===== src/rtl/core_bus_arbiter_pkg.sv =====
// bus_pkg: shared bus types, transfer sizes and arbiter state encoding
package bus_pkg;
  typedef enum logic [2:0] {MSIZE1 = 3'd0, MSIZE2 = 3'd1, MSIZE4 = 3'd2, MSIZE8 = 3'd3} msize_t;
  typedef struct packed {
    logic        valid;
    logic [31:0] addr;
  } ibus_req_t;
  typedef struct packed {
    logic        addr_ok;
    logic        data_ok;
    logic [63:0] data;
  } ibus_resp_t;
  typedef struct packed {
    logic        valid;
    logic [31:0] addr;
    msize_t      size;
    logic [7:0]  strobe;
    logic [63:0] data;
  } dbus_req_t;
  typedef struct packed {
    logic        addr_ok;
    logic        data_ok;
    logic [63:0] data;
  } dbus_resp_t;
  typedef struct packed {
    logic        valid;
    logic        is_write;
    msize_t      size;
    logic [31:0] addr;
    logic [7:0]  strobe;
    logic [63:0] data;
  } mbus_req_t;
  typedef struct packed {
    logic        ready;
    logic [63:0] data;
  } mbus_resp_t;
  typedef enum logic [1:0] {IDLE, BUSY_I, BUSY_D, RESP} arb_state_t;
endpackage


===== src/rtl/core_bus_arbiter_if.sv =====
// core_bus_arbiter_if: fetch, data and downstream bus bundle shared by core, arbiter and memory
interface core_bus_arbiter_if;
  import bus_pkg::*;
  ibus_req_t  ireq;
  ibus_resp_t iresp;
  dbus_req_t  dreq;
  dbus_resp_t dresp;
  mbus_req_t  mreq;
  mbus_resp_t mresp;
  modport slave  (input ireq, dreq, mresp, output iresp, dresp, mreq);
  modport master (output ireq, dreq, mresp, input iresp, dresp, mreq);
endinterface


===== src/rtl/core_bus_arbiter.sv =====
// core_bus_arbiter: single-beat memory port sharing with dbus priority and bounded fetch starvation
module core_bus_arbiter
  import bus_pkg::*;
#(
  parameter int MAX_D_STREAK = 4
) (
  input  logic               clk,
  input  logic               resetn,
  core_bus_arbiter_if.slave  bus
);
  localparam logic [3:0] MAX = 4'(MAX_D_STREAK);
  arb_state_t  state_q, state_d;
  logic [3:0]  streak_q, streak_d;
  mbus_req_t   req_q, req_d;
  logic        owner_q, owner_d;
  logic [63:0] rdata_q, rdata_d;
  logic        gnt_d, gnt_i, busy;
  assign busy  = state_q == BUSY_I || state_q == BUSY_D;
  assign gnt_d = state_q == IDLE && bus.dreq.valid && (!bus.ireq.valid || streak_q < MAX);
  assign gnt_i = state_q == IDLE && !gnt_d && bus.ireq.valid;
  // state register; reset drops any in-flight beat at once
  always_ff @(posedge clk or negedge resetn) begin
    if (!resetn) state_q <= IDLE;
    else         state_q <= state_d;
  end
  // latched request, owner (1 = dbus), streak and response data
  always_ff @(posedge clk or negedge resetn) begin
    if (!resetn) begin
      streak_q <= '0;
      req_q    <= '0;
      owner_q  <= 1'b0;
      rdata_q  <= '0;
    end else begin
      streak_q <= streak_d;
      req_q    <= req_d;
      owner_q  <= owner_d;
      rdata_q  <= rdata_d;
    end
  end
  // next state: arbitrate in IDLE, wait for ready in BUSY, one RESP cycle
  always_comb begin
    state_d = state_q == IDLE ? (gnt_d ? BUSY_D : gnt_i ? BUSY_I : IDLE) :
              state_q == RESP ? IDLE :
              bus.mresp.ready ? RESP : state_q;
  end
  // datapath next values; the latched request only changes on a grant
  always_comb begin
    req_d    = req_q;
    owner_d  = owner_q;
    streak_d = streak_q;
    rdata_d  = busy && bus.mresp.ready ? bus.mresp.data : rdata_q;
    if (gnt_d) begin
      req_d.valid    = 1'b1;
      req_d.is_write = |bus.dreq.strobe;
      req_d.size     = bus.dreq.size;
      req_d.addr     = bus.dreq.addr;
      req_d.strobe   = bus.dreq.strobe;
      req_d.data     = bus.dreq.data;
      owner_d        = 1'b1;
      streak_d       = !bus.ireq.valid ? 4'd0 : streak_q < MAX ? streak_q + 4'd1 : MAX;
    end else if (gnt_i) begin
      req_d      = '0;
      req_d.valid = 1'b1;
      req_d.size = MSIZE4;
      req_d.addr = bus.ireq.addr;
      owner_d    = 1'b0;
      streak_d   = '0;
    end
  end
  // outputs from registers; delivery only if the owner still presents the same request
  always_comb begin
    bus.mreq  = busy ? req_q : '0;
    bus.iresp = state_q == RESP && !owner_q && bus.ireq.valid && bus.ireq.addr == req_q.addr
                ? '{addr_ok: 1'b1, data_ok: 1'b1, data: rdata_q} : '0;
    bus.dresp = state_q == RESP && owner_q && bus.dreq.valid && bus.dreq.addr == req_q.addr &&
                bus.dreq.strobe == req_q.strobe
                ? '{addr_ok: 1'b1, data_ok: 1'b1, data: rdata_q} : '0;
  end
endmodule


===== src/flat_wrapper.sv =====
// flat-port wrapper written by rule: the top's interface ports become plain ports
module core_bus_arbiter_flat import bus_pkg::*;
#(
  parameter int MAX_D_STREAK = 4
)
  (clk, resetn, bus_ireq, bus_dreq, bus_mresp, bus_iresp, bus_dresp, bus_mreq);
  core_bus_arbiter_if bus_i ();
  input  logic clk;
  input  logic resetn;
  input wire logic [$bits(bus_i.ireq)-1:0] bus_ireq;
  input wire logic [$bits(bus_i.dreq)-1:0] bus_dreq;
  input wire logic [$bits(bus_i.mresp)-1:0] bus_mresp;
  output wire logic [$bits(bus_i.iresp)-1:0] bus_iresp;
  output wire logic [$bits(bus_i.dresp)-1:0] bus_dresp;
  output wire logic [$bits(bus_i.mreq)-1:0] bus_mreq;
  assign bus_i.ireq = bus_ireq;
  assign bus_i.dreq = bus_dreq;
  assign bus_i.mresp = bus_mresp;
  assign bus_iresp = bus_i.iresp;
  assign bus_dresp = bus_i.dresp;
  assign bus_mreq = bus_i.mreq;
  core_bus_arbiter #(.MAX_D_STREAK(MAX_D_STREAK)) u_core (.clk(clk), .resetn(resetn), .bus(bus_i));
endmodule

===== config.mk =====
export PLATFORM = sky130hd
export DESIGN_NAME = core_bus_arbiter_flat
export DESIGN_NICKNAME = d
export VERILOG_FILES = /design/src/rtl/core_bus_arbiter_pkg.sv /design/src/rtl/core_bus_arbiter_if.sv /design/src/rtl/core_bus_arbiter.sv /design/src/flat_wrapper.sv
export SDC_FILE = /design/constraint.sdc
export NUM_CORES = 1
export LEC_CHECK = 0
export BUFFER_PORTS_ARGS = -buffer_cell sky130_fd_sc_hd__buf_2
export CAP_MARGIN = 20
export CORE_ASPECT_RATIO = 1.75
export CORE_MARGIN = 1.5
export CORE_UTILIZATION = 32
export CTS_BUF_LIST = sky130_fd_sc_hd__clkbuf_4 sky130_fd_sc_hd__clkbuf_8 sky130_fd_sc_hd__clkbuf_16
export DETAILED_ROUTE_END_ITERATION = 7
export SYNTH_ARGS = -nofsm -noshare
export SYNTH_HDL_FRONTEND = slang
export SYNTH_SLANG_ARGS = --single-unit

===== constraint.sdc =====
create_clock -name clk -period 2.81 [get_ports clk]
set_clock_uncertainty 0.1 [all_clocks]
set_input_delay 0.1405 -clock clk [delete_from_list [all_inputs] [get_ports clk]]
set_output_delay 0.1405 -clock clk [all_outputs]
set_load 0.005 [all_outputs]

# Yosys cells after proc, flatten, opt, wreduce, memory -nomap -nowiden
# Index checks and enable logic that the tools add are counted.
[classes]
eq_ne = 6
n_reduce_logical = 21
n_addsub = 1
order_cmp = 1
muxes = 16
[ops]
columns = ["op", "n"]
rows = [
  ["2-to-1 mux 109 bit", 3],
  ["2-to-1 mux 66 bit", 2],
  ["== test 32 bit", 2],
  ["2-to-1 mux 4 bit", 4],
  ["logical AND 1 bit", 12],
  ["== test 8 bit", 1],
  ["2-to-1 mux 2 bit", 4],
  ["OR reduction 8 bit", 1],
  ["adder 4 x 1 -> 4 bit, second input constant", 1],
  ["== test 2 bit, second input constant", 2],
  ["< comparator 4 x 3 -> 1 bit, second input constant", 1],
  ["logical NOT 1 bit", 3],
  ["2-to-1 mux 1 bit", 3],
  ["nonzero test 3 bit", 1],
  ["== test 2 x 1 -> 1 bit, second input constant", 1],
  ["logical NOT 2 bit", 1],
  ["logical OR 1 bit", 2],
  ["nonzero test 2 bit", 1],
]
[totals]
elab_cells = 55
inputBits = 208
out_inout_bits = 241
reg_bits = 180

# Depth between registers and ports, before layout
# Gate-level depths: netlist (run 1).
[depth]
depth_word = 9
ltp_mapped = 7
depth_no_buf = 5

# Worst setup path after synthesis (run 1)
# OpenSTA, ideal clock, no wires.
[synth_path]
kind = "flip-flop to output port"
start = "register u_core.req_q[90] (netlist name)"
end = "output port bus_dresp[65]"
path_buffers = 3
t_arrival_ps = 1929
path_stages_with_launch = 8
path_slack_ps = 641
required_ps = 2569
path_cell_list = "dfrtp_1 > xnor2_1 > nand4_1 > or4_4 > buf_6 > buf_6 > nor4_1 > buf_4"
[synth_via]
elab_chain_len = 4
[synth_rtl]
columns = ["item", "line", "source"]
rows = [
  ["start: declaration", "core_bus_arbiter.sv:14", "mbus_req_t req_q, req_d;"],
  ["start signal: assignment", "core_bus_arbiter.sv:35", "req_q <= req_d;"],
  ["== test 32 bit", "core_bus_arbiter.sv:75", "bus.dresp = state_q == RESP && owner_q && bus.dreq.valid && bus.dreq.addr == req_q.addr &&"],
  ["logical AND 1 bit (2 in series)", "core_bus_arbiter.sv:75", ""],
  ["2-to-1 mux 66 bit", "core_bus_arbiter.sv:77", "? '{addr_ok: 1'b1, data_ok: 1'b1, data: rdata_q} : '0;"],
  ["end: declaration", "flat_wrapper.sv:14", "output wire logic [$bits(bus_i.dresp)-1:0] bus_dresp;"],
]
# Every way passes these cells.

# Worst setup path in the final report (run 1)
[layout_path]
start = "register u_core.req_q[86] (netlist name)"
end = "output port bus_iresp[58]"
[layout_via]
elab_chain_len = 3
[layout_rtl]
columns = ["item", "line", "source"]
rows = [
  ["== test 32 bit", "core_bus_arbiter.sv:73", "bus.iresp = state_q == RESP && !owner_q && bus.ireq.valid && bus.ireq.addr == req_q.addr"],
  ["logical AND 1 bit", "core_bus_arbiter.sv:73", ""],
  ["2-to-1 mux 66 bit", "core_bus_arbiter.sv:74", "? '{addr_ok: 1'b1, data_ok: 1'b1, data: rdata_q} : '0;"],
  ["end: declaration", "flat_wrapper.sv:13", "output wire logic [$bits(bus_i.iresp)-1:0] bus_iresp;"],
]
# Every way passes these cells.

==> run_results.csv, run 1 <==
group,metric,value,unit
die,die-area,32800,sq um
clocking,cts_buffers,17,
cells_and_area,drive_gt1_share,39.9,%
global_routing,grt_pass1_vias,10300,
worst_hold_path,worstHoldStart,"bus_ireq[32]",
run_status,status,"complete, no violations",
critical_path,worstPathRequired,2.57,ns
clocking,clkSinkCount,180,
power_and_ir_drop,p_leak,0.00743,uW
routing,vias,10100,
cells_and_area,syn_to_final_growth,55.3,%
synth,synth_xor_area_share,6.22,%
routing,viasPerCell,4.99,
synth,syn_inst,1006,
clocking,cts_max_level,4,
critical_path,cp_max_fo,65,
global_routing,gr-usage-all-layers,23.3,%
global_routing,grt_pass1_wl,57500,microns
routing,postRouteAntennaNets,0,
die,die_h,238,microns
routing,wl_per_cell,19.3,microns
clocking,root_buffer,"clkbuf_16",
critical_path,cp_cell_sequence,"xor2_1 -> nor4_2 -> nand4_1 -> buf_12 -> nor3_1 -> buf_2",
synth,synth_area,10100,sq um
global_routing,grt_max_degree,77,
job,max_cap_violations,0,
die,start_util,32.4,%
place,port_buffers,448,
routing,finalWirelength,39300,microns
sta,fmax,360,MHz
worst_hold_path,holdPathEnd,"u_core.owner_q",
sta,relSlewSlack,32.8,%
clocking,clkSlewWorstSetupHoldPaths,0.08,ns
sta,rsz0062_at_grt,"true",
synth,yosysSeqAreaShare,44.4,%
synth,synthMuxAreaShare,10.4,%
cells_and_area,final_common_cell,"buf_2",
synth,syn_nets,1217,
sta,hold_violations,0,
sta,tightest_slew,1.00,ns
cells_and_area,fin_cells,2032,
place,routabilityCongestion,0.861,
critical_path,reg2reg_from,"u_core.state_q[0]",
routing,drt_pass1_iterations,5,
clocking,clock_latency,0.45,ns
synth,synth_top_family_by_area,"simple AND/OR/NAND/NOR gates",
sta,hold_slack,0.0493,ns
synth,yosys-top-cells-area,"dfrtp_1 (44%), mux2_2 (7.2%), and2_1 (6.8%)",
synth,synth_top_area_share,44.4,%
critical_path,critPathArrivalTime,2.54,ns
synth,synth-compound-area-share,8.54,%
global_routing,grt.overflow.total,0,
critical_path,end_kind,"output pin",
synth,syn_area_per_cell,10.1,sq um
power_and_ir_drop,peakVddDrop,0.607,mV
routing,drt_iter0_drc,389,
cells_and_area,final_cell_mix,"buf_2 (447), dlygate4sd3_1 (207), dfrtp_1 (180)",
synth,synth_top_area_cell,"dfrtp_1",
synth,synth.distinct_cells,32,
sta,finalMaxSlewViolations,0,
place,dpl.hpwl,26600,microns
die,core,31300,sq um
cells_and_area,final_core_util,50.3,%
critical_path,startpoint_type,"flip-flop",
synth,synth_adder_area_share,0.370,%
global_routing,antenna_found_initial,7,
sta,setup-violations-final,0,
critical_path,cpPeakStageDelay,0.52,ns
place,dpl.cell_count,1777,
worst_hold_path,hold_path.class,"in2reg",
clocking,cts_tree,"yes",
synth,synth_simple_gate_area_share,25.6,%
critical_path,reg2reg_slack,0.13,ns
synth,ys_ff_latch,180,
critical_path,rr_endpoint,"u_core.req_q[96]",
routing,route.detailed.drc,0,
power_and_ir_drop,power_density,866,nW/um^2
die,num_rows,86,
power_and_ir_drop,total_power,13600,uW
die,die_w,138,microns
critical_path,worstSetupPathType,"reg2out",
synth,yosysWarnings,0,
sta,fin_crit,2.78,ns
worst_hold_path,worstHoldPathCells,4,
die,pin_count,449,
cells_and_area,nets,1830,
critical_path,cp_slowest_cell,"nor4_2",
clocking,cts_buffer_depth,2,
critical_path,r2r_cells,7,
sta,fin_crit_sh,99.0,%
-- Yosys cell counts --
| library cell | n |
|---|---|
| buf_1 | 8 |
| nor4_1 | 31 |
| nor3_1 | 67 |
| buf_2 | 19 |
| mux2_2 | 65 |
| ha_1 | 3 |
| nand2_1 | 166 |
| nor2_1 | 3 |
| a21oi_1 | 1 |
| nand4_1 | 7 |
| mux2i_1 | 32 |
| inv_1 | 5 |
| o31ai_1 | 1 |
| buf_4 | 2 |
| xnor2_1 | 14 |
| and4b_1 | 1 |
| o32ai_1 | 1 |
| and3_1 | 1 |
| o21ai_0 | 33 |
| dfrtp_1 | 180 |
| nand3_1 | 1 |
| and2_1 | 110 |
| a22o_1 | 77 |
| nor4_2 | 45 |
| nor4_4 | 4 |
| or4_4 | 1 |
| clkbuf_1 | 61 |
| nor4b_1 | 1 |
| nand2b_1 | 1 |
| o21ai_1 | 1 |
| buf_6 | 6 |
| xor2_1 | 58 |
-- layer usage --
layer | wire, microns | GRT usage [%] | part of all wire, % | up-vias
li1 | - | - | - | 4737
met3 | 2370 | 5.35 | 6.0 | 63
met2 | 21400 | 43.9 | 54 | 387
met5 | 21 | 0 | 0.053 | -
met4 | 1120 | 8.96 | 2.9 | 4
met1 | 14400 | 24.5 | 37 | 4942
-- per-stage QoR --
stage               setup slack, ns  setup TNS [ns]  cell area [sq um]
finish                       0.0285               0              15700
global route               -0.00999         -0.0128              15700
CTS                         0.00318               0              15600
detailed placement            0.353               0              12800
global placement              0.326               0              12800
floorplan                     0.641               0              10100
-- logic make-up (layout without fill, tap and decap cells) --
kind of cell    Yosys count  in the layout
simple gates            439            439
flops                   180            180
xor+xnor                 72             72
mux                      97             97
other cells               0              5
buf+inv                 101            726
compound gates          114            114
fa+ha+maj                 3              3
-- power by group --
group          total [uW]  switching [uW]  internal, uW
Clock                2400            1150          1250
Sequential           4740             952          3790
Combinational        6500            3310          3180
-- worst max-delay path: cells and delay by family, from the launching register on --
family / cells / cell delay (ns)
buffers and inverters: 2 / 0.41
xor gates and xnor gates: 1 / 0.17
DFF: 1 / 0.42
and+or+nand+nor: 3 / 1.04
-- how the worst max path moves through the flow --
stage | start | to | slack [ns]
finish | u_core.req_q[86] | bus_iresp[58] | 0.03
global route | u_core.req_q[98] | bus_dresp[45] | -0.01
CTS | u_core.req_q[81] | bus_dresp[19] | 0.003
detailed placement | u_core.req_q[86] | bus_iresp[26] | 0.35
global placement | u_core.req_q[86] | bus_iresp[26] | 0.33
floorplan | u_core.req_q[90] | bus_dresp[65] | 0.64
-- registers in the layout, indices dropped and copies added, names as in the netlist --
register         count
u_core.owner_q       1
u_core.rdata_q      64
u_core.req_q       109
u_core.state_q       2
u_core.streak_q      4
-- area by class of cell --
cell class / count / area, sq um
antenna: 5 / 12.5
timing repair buffer: 690 / 4810
inverter: 5 / 18.8
tap: 396 / 495
clock inverter: 14 / 144
clock buffer: 17 / 425
sequential: 180 / 4500
fill: 2883 / 15600
multi-input combinational: 725 / 5340
-- repair_timing --
| action | 4_1_cts | 5_1_grt |
|---|---|---|
| setup endpoints to repair | 113 | 83 |
| pin swaps | 3 | 7 |
| setup buffers | 1 | 9 |
| gates cloned | 1 | 2 |
| hold buffers | 207 | 0 |
| gates resized for setup | 10 | 14 |
| hold endpoints to repair | 257 | 0 |
Note: power is estimated with default switching activity, not from simulation.
==> run 2: changes to the inputs <==
- CTS_BUF_LIST: sky130_fd_sc_hd__clkbuf_4 sky130_fd_sc_hd__clkbuf_8 sky130_fd_sc_hd__clkbuf_16 -> not set
- GPL_TIMING_DRIVEN: not set -> 0
==> run 2 against run 1 <==
The flow now finishes with violations (negative setup slack); register-to-register slack gained 0.12 ns; largest cell class unchanged; largest power group unchanged; routed wire length increased by 13%; first-iteration DRC count shrank 9.3%; utilization up 4.8 points.
==> run_results.csv, run 2 (synthesis gave the netlist of run 1 again) <==
group,metric,value,unit
critical_path,end_kind,"output pin",
clocking,root_buffer,"clkbuf_16",
critical_path,cp_common_cell,"buf_12",
run_status,failed_checks,"negative setup slack",
global_routing,grt_max_degree,109,
routing,finalWirelength,44400,microns
clocking,cts_tree,"yes",
cells_and_area,final_common_cell,"buf_2",
place,port_buffers,448,
run_status,status,"complete, but fails checks",
clocking,cts_buffer_depth,2,
die,num_rows,86,
critical_path,cp.depth,8,
routing,viasPerCell,5.09,
sta,finalMaxSlewViolations,0,
global_routing,grt_pass1_vias,11100,
die,die_h,238,microns
die,die_w,138,microns
critical_path,cpPeakStageDelay,0.49,ns
die,core,31300,sq um
die,die-area,32800,sq um
place,routabilityCongestion,0.880,
power_and_ir_drop,total_power,14200,uW
critical_path,critical_path_buf_inv_count,4,
cells_and_area,largest_registers,"u_core.req_q: 109 flops, u_core.rdata_q: 64 flops, u_core.streak_q: 4 flops",
place,dpl.hpwl,31300,microns
die,pin_count,449,
routing,route.detailed.drc,0,
clocking,clkSlewWorstSetupHoldPaths,0.08,ns
cells_and_area,nets,1916,
die,start_util,32.4,%
sta,fin_crit_sh,106,%
clocking,clkSinkCount,180,
clocking,cts_max_level,4,
critical_path,cp_max_fo,10,
critical_path,cpLargestDelayFamily,"simple AND/OR/NAND/NOR gates",
sta,setup_ws,-0.180,ns
critical_path,worstPathRequired,2.57,ns
routing,drt_pass1_iterations,5,
cells_and_area,final_cell_mix,"buf_2 (456), dlygate4sd3_1 (207), dfrtp_1 (177)",
power_and_ir_drop,peakVddDrop,0.526,mV
power_and_ir_drop,power_density,821,nW/um^2
sta,fmax,334,MHz
sta,tightest_slew,0.868,ns
global_routing,grt.overflow.total,0,
job,max_cap_violations,0,
critical_path,startpoint_type,"flip-flop",
critical_path,r2r_cells,5,
global_routing,grt_pass1_wl,62400,microns
sta,fin_crit,2.99,ns
place,dp_slack,-0.373,ns
cells_and_area,drive_gt1_share,44.5,%
worst_hold_path,hold_path.class,"in2async",
critical_path,worstSetupPathType,"reg2out",
sta,rsz0062_at_grt,"true",
critical_path,cp_cell_sequence,"xnor2_2 -> nand4_1 -> or4_4 -> buf_12 -> buf_4 -> buf_12 -> nor4_2 -> buf_2",
power_and_ir_drop,p_leak,0.00890,uW
cells_and_area,regMostFlops,"u_core.req_q",
critical_path,critPathArrivalTime,2.75,ns
cells_and_area,syn_to_final_growth,70.2,%
clocking,clock_latency,0.44,ns
sta,hold_violations,0,
routing,wl_per_cell,21.0,microns
routing,postRouteAntennaNets,0,
routing,drt_iter0_drc,353,
routing,vias,10800,
place,place_area,12900,sq um
clocking,cts_buffers,17,
sta,setup-violations-final,54,
sta,relSlewSlack,42.1,%
cells_and_area,final_design_area_no_fill,17300,sq um
sta,hold_slack,0.124,ns
critical_path,cp_slowest_cell,"or4_4",
global_routing,gr-usage-all-layers,25.7,%
global_routing,antenna_found_initial,3,
cells_and_area,largest_reg_flops,109,
cells_and_area,final_core_util,55.1,%
==> run 2: changes by cell type in the layout (fill, tap and decap cells not counted), moves of 13 or more <==
cell,before,now
nor3_2,2,19
nor4_2,50,26
nor4_4,8,45
nor3_4,0,36
nor3_1,65,12
clkbuf_2,0,16
nor4_1,22,9
clkbuf_1,0,36
==> run 2: cell type report <==
class                      instances  area (sq um)
clock buffer                      17           425
multi-input combinational        725          6220
buffer                            95           658
antenna                            4          10.0
fill                            2695         14100
timing repair buffer             681          4730
tap                              396           495
inverter                           5          18.8
sequential                       180          4510
clock inverter                    15           180
==> run 2: repair_timing <==
action / in CTS / in global routing
buffers inserted: 10 / 8
pin swaps: 26 / 54
setup endpoints to repair: 167 / 139
resized for setup: 169 / 109
hold buffers: 207 / 0
hold endpoints to repair: 247 / 0
gates cloned: 1 / 6
==> run 2: final timing paths <==
kind / startpoint / end / slack, ns
setup / recovery: u_core.req_q[69] / bus_dresp[37] / -0.18
hold / removal: resetn / u_core.req_q[33] / 0.12
setup reg to reg: u_core.state_q[0] / u_core.rdata_q[3] / 0.25
hold reg to reg: u_core.req_q[108] / u_core.req_q[108] / 0.38
max in group asynchronous: resetn / u_core.req_q[97] / 1.43
min in group clk: bus_dreq[58] / u_core.req_q[58] / 0.34
==> run 2: report_power, final <==
group	switching (uW)	internal (uW)	total [uW]
registers	971	3790	4760
logic	3790	3090	6880
clock network	1240	1280	2520
==> run 2: metal layers <==
layer	global-route usage [%]	wire length, microns	vias to the layer above
li1	-	-	4922
met1	26.5	15500	5264
met2	47.6	24200	476
met3	4.99	2800	111
met4	13.7	1940	0
met5	0	0	-
==> run 2: through the flow <==
step           setup TNS [ns]  instances
5_1_grt                -12.44       2117
4_1_cts                -11.19       2101
3_3_place_gp          -296.41       1850
6_report                -5.45       2118
3_5_place_dp           -0.929       1851
2_1_floorplan               0       1006
==> run 2: worst register-to-register path, stage by stage (launching register included) <==
cell      delay [ns]
dfrtp_1         0.38
inv_1           0.06
ha_1            0.30
nand2_1         0.49
clkbuf_1        0.69
mux2_2          0.42
==> run 3: changes to the inputs <==
- clock period: 2.81 -> 3 ns (I/O delays scaled with it)
==> run 3 against run 2 <==
The flow still finishes with violations (negative setup slack); register-to-register slack worse by 0.02 ns; power down 7.1%; via count down 1.6%; non-clock buffer count down 12; utilization down 2.9 points; die area unchanged; cell count down 0.57%; sequential power down 6.3%; combinational power down 7.8%; highest routed layer is now met5; largest power group unchanged; sequential cell count unchanged; largest cell class unchanged; cell area down 5.2%.
==> run_results.csv, run 3 (synthesis gave the netlist of run 1 again) <==
group,metric,value,unit
global_routing,gr-usage-all-layers,25.4,%
global_routing,grt.overflow.total,0,
die,core,31300,sq um
die,die_w,138,microns
run_status,status,"complete, but fails checks",
sta,fmax,333,MHz
critical_path,cp_common_cell,"buf_12",
clocking,cts_buffers,17,
sta,fin_crit,3.00,ns
cells_and_area,syn_to_final_growth,61.3,%
cells_and_area,drive_gt1_share,39.7,%
critical_path,end_kind,"output pin",
routing,vias,10600,
critical_path,reg2reg_from,"u_core.state_q[0]",
cells_and_area,final_common_cell,"buf_2",
power_and_ir_drop,p_leak,0.00811,uW
cells_and_area,largest_reg_flops,109,
cells_and_area,final_core_util,52.2,%
die,die-area,32800,sq um
critical_path,r2r_cells,7,
cells_and_area,nets,1904,
power_and_ir_drop,peakVddDrop,0.486,mV
sta,relSlewSlack,46.0,%
critical_path,cp_slowest_cell,"or4_4",
critical_path,startpoint_type,"flip-flop",
clocking,root_buffer,"clkbuf_16",
clocking,cts_max_level,4,
routing,wl_per_cell,20.4,microns
die,start_util,32.4,%
critical_path,critPathArrivalTime,2.75,ns
critical_path,rr_endpoint,"u_core.req_q[102]",
power_and_ir_drop,swShare,41.7,%
routing,finalWirelength,43000,microns
place,dp_slack,-0.192,ns
cells_and_area,multi_input_area,5640,sq um
critical_path,cp_cell_sequence,"xnor2_2 -> nand4_1 -> or4_4 -> buf_12 -> buf_12 -> nor4_4 -> buf_4 -> buf_6",
critical_path,cpLargestDelayFamily,"simple AND/OR/NAND/NOR gates",
clocking,clock_latency,0.45,ns
cells_and_area,regMostFlops,"u_core.req_q",
sta,fin_crit_sh,100,%
power_and_ir_drop,clkPwrFrac,18.0,%
place,routabilityCongestion,0.880,
sta,finalMaxSlewViolations,0,
power_and_ir_drop,total_power,13200,uW
sta,setup-violations-final,1,
critical_path,worstSetupPathType,"reg2out",
critical_path,worstPathRequired,2.75,ns
clocking,clkSlewWorstSetupHoldPaths,0.08,ns
sta,tightest_slew,0.810,ns
sta,setup-tns-final,-0.00179,ns
place,dpl.hpwl,31300,microns
place,port_buffers,448,
sta,hold_violations,0,
run_status,failed_checks,"negative setup slack",
power_and_ir_drop,power_density,805,nW/um^2
job,max_cap_violations,0,
critical_path,critical_path_buf_inv_count,4,
global_routing,grt_max_degree,109,
global_routing,grt_pass1_wl,61600,microns
routing,drt_pass1_iterations,4,
power_and_ir_drop,p_sw,5490,uW
clocking,cts_buffer_depth,2,
cells_and_area,fillers,2849,
power_and_ir_drop,p_int,7680,uW
sta,setup_ws,-0.00179,ns
routing,postRouteAntennaNets,0,
global_routing,antenna_found_initial,8,
clocking,clkSinkCount,180,
cells_and_area,final_cell_mix,"buf_2 (462), dlygate4sd3_1 (209), dfrtp_1 (179)",
critical_path,cp_max_fo,4,
clocking,cts_tree,"yes",
power_and_ir_drop,power_frac_seq,33.9,%
critical_path,cpPeakStageDelay,0.56,ns
die,num_rows,86,
sta,rsz0062_at_grt,"true",
routing,route.detailed.drc,0,
global_routing,grt_pass1_vias,10800,
die,pin_count,449,
critical_path,reg2reg_slack,0.23,ns
power_and_ir_drop,power_frac_comb,48.1,%
cells_and_area,largest_registers,"u_core.req_q: 109 flops, u_core.rdata_q: 64 flops, u_core.streak_q: 4 flops",
routing,viasPerCell,5.04,
worst_hold_path,hold_path.class,"in2async",
routing,drt_iter0_drc,330,
cells_and_area,regArea,4510,sq um
die,die_h,238,microns
[run 3: cell types whose count changed in the layout (fill, tap and decap cells not counted), moves of 7 or more]
cell      previous run  this run
buf_4               19        12
nor3_1              12        59
clkbuf_1            36        45
nor4_1               9        21
nor4_2              26        18
nor3_2              19         8
nor3_4              36         0
[run 3: worst max-delay path by stage]
stage,from,endpoint,cells past startpoint
after floorplan,u_core.req_q[90],bus_dresp[65],7
after global placement,resetn,u_core.rdata_q[20],1
after detailed placement,u_core.req_q[83],bus_dresp[65],8
after CTS,u_core.req_q[69],bus_dresp[65],8
after global routing,u_core.req_q[69],bus_dresp[65],8
final,u_core.req_q[69],bus_dresp[65],8
[run 3: final cells by class]
class	instances	area share, %
Multi-Input combinational cell	725	34.5
Antenna cell	4	0.0612
Sequential cell	180	27.6
Buffer	95	3.24
Clock inverter	15	1.10
Inverter	5	0.115
Clock buffer	17	2.60
Timing Repair Buffer	669	27.8
Tap cell	396	3.03
[run 3: stage by stage]
step,instance area [sq um],instances,hold WS [ns]
final,16300,2106,0.137
after global routing,16300,2106,0.179
after CTS,16000,2098,0.156
after detailed placement,12900,1851,0.0590
after global placement,12900,1850,0.266
after floorplan,10100,1006,-0.246
[run 3: worst reg2reg max path: stages, from the launching register on]
cell and delay (ns):
dfrtp_1 0.40, inv_1 0.07, ha_1 0.26, and3_1 0.48, buf_2 0.44, mux2i_1 0.23, dlygate4sd3_1 0.57, o21ai_0 0.07
[run 3: power groups by stage]
stage          logic (uW)  clock network [uW]  registers [uW]
2_1_floorplan        3570                   0            4190
3_5_place_dp         5910                   0            4430
5_1_grt              6900                2520            4580
3_3_place_gp         5800                   0            4410
6_report             6340                2370            4460
4_1_cts              6340                2420            4410
[run 3: repair_timing]
action                                  4_1_cts  5_1_grt
cloned                                        0        4
hold endpoints to repair                    247        0
buffers inserted                              6        1
endpoints found under the setup margin      118      140
resized for setup                            61       59
hold buffers                                209        0
pin swaps                                    15       20
[run 3: metal layers]
layer	track usage (%)	wire, microns	part of all wire [%]
met5	0	42	0.098
met2	47.5	23200	54
met1	26.0	15100	35
met4	12.2	1860	4.3
met3	5.57	2830	6.6
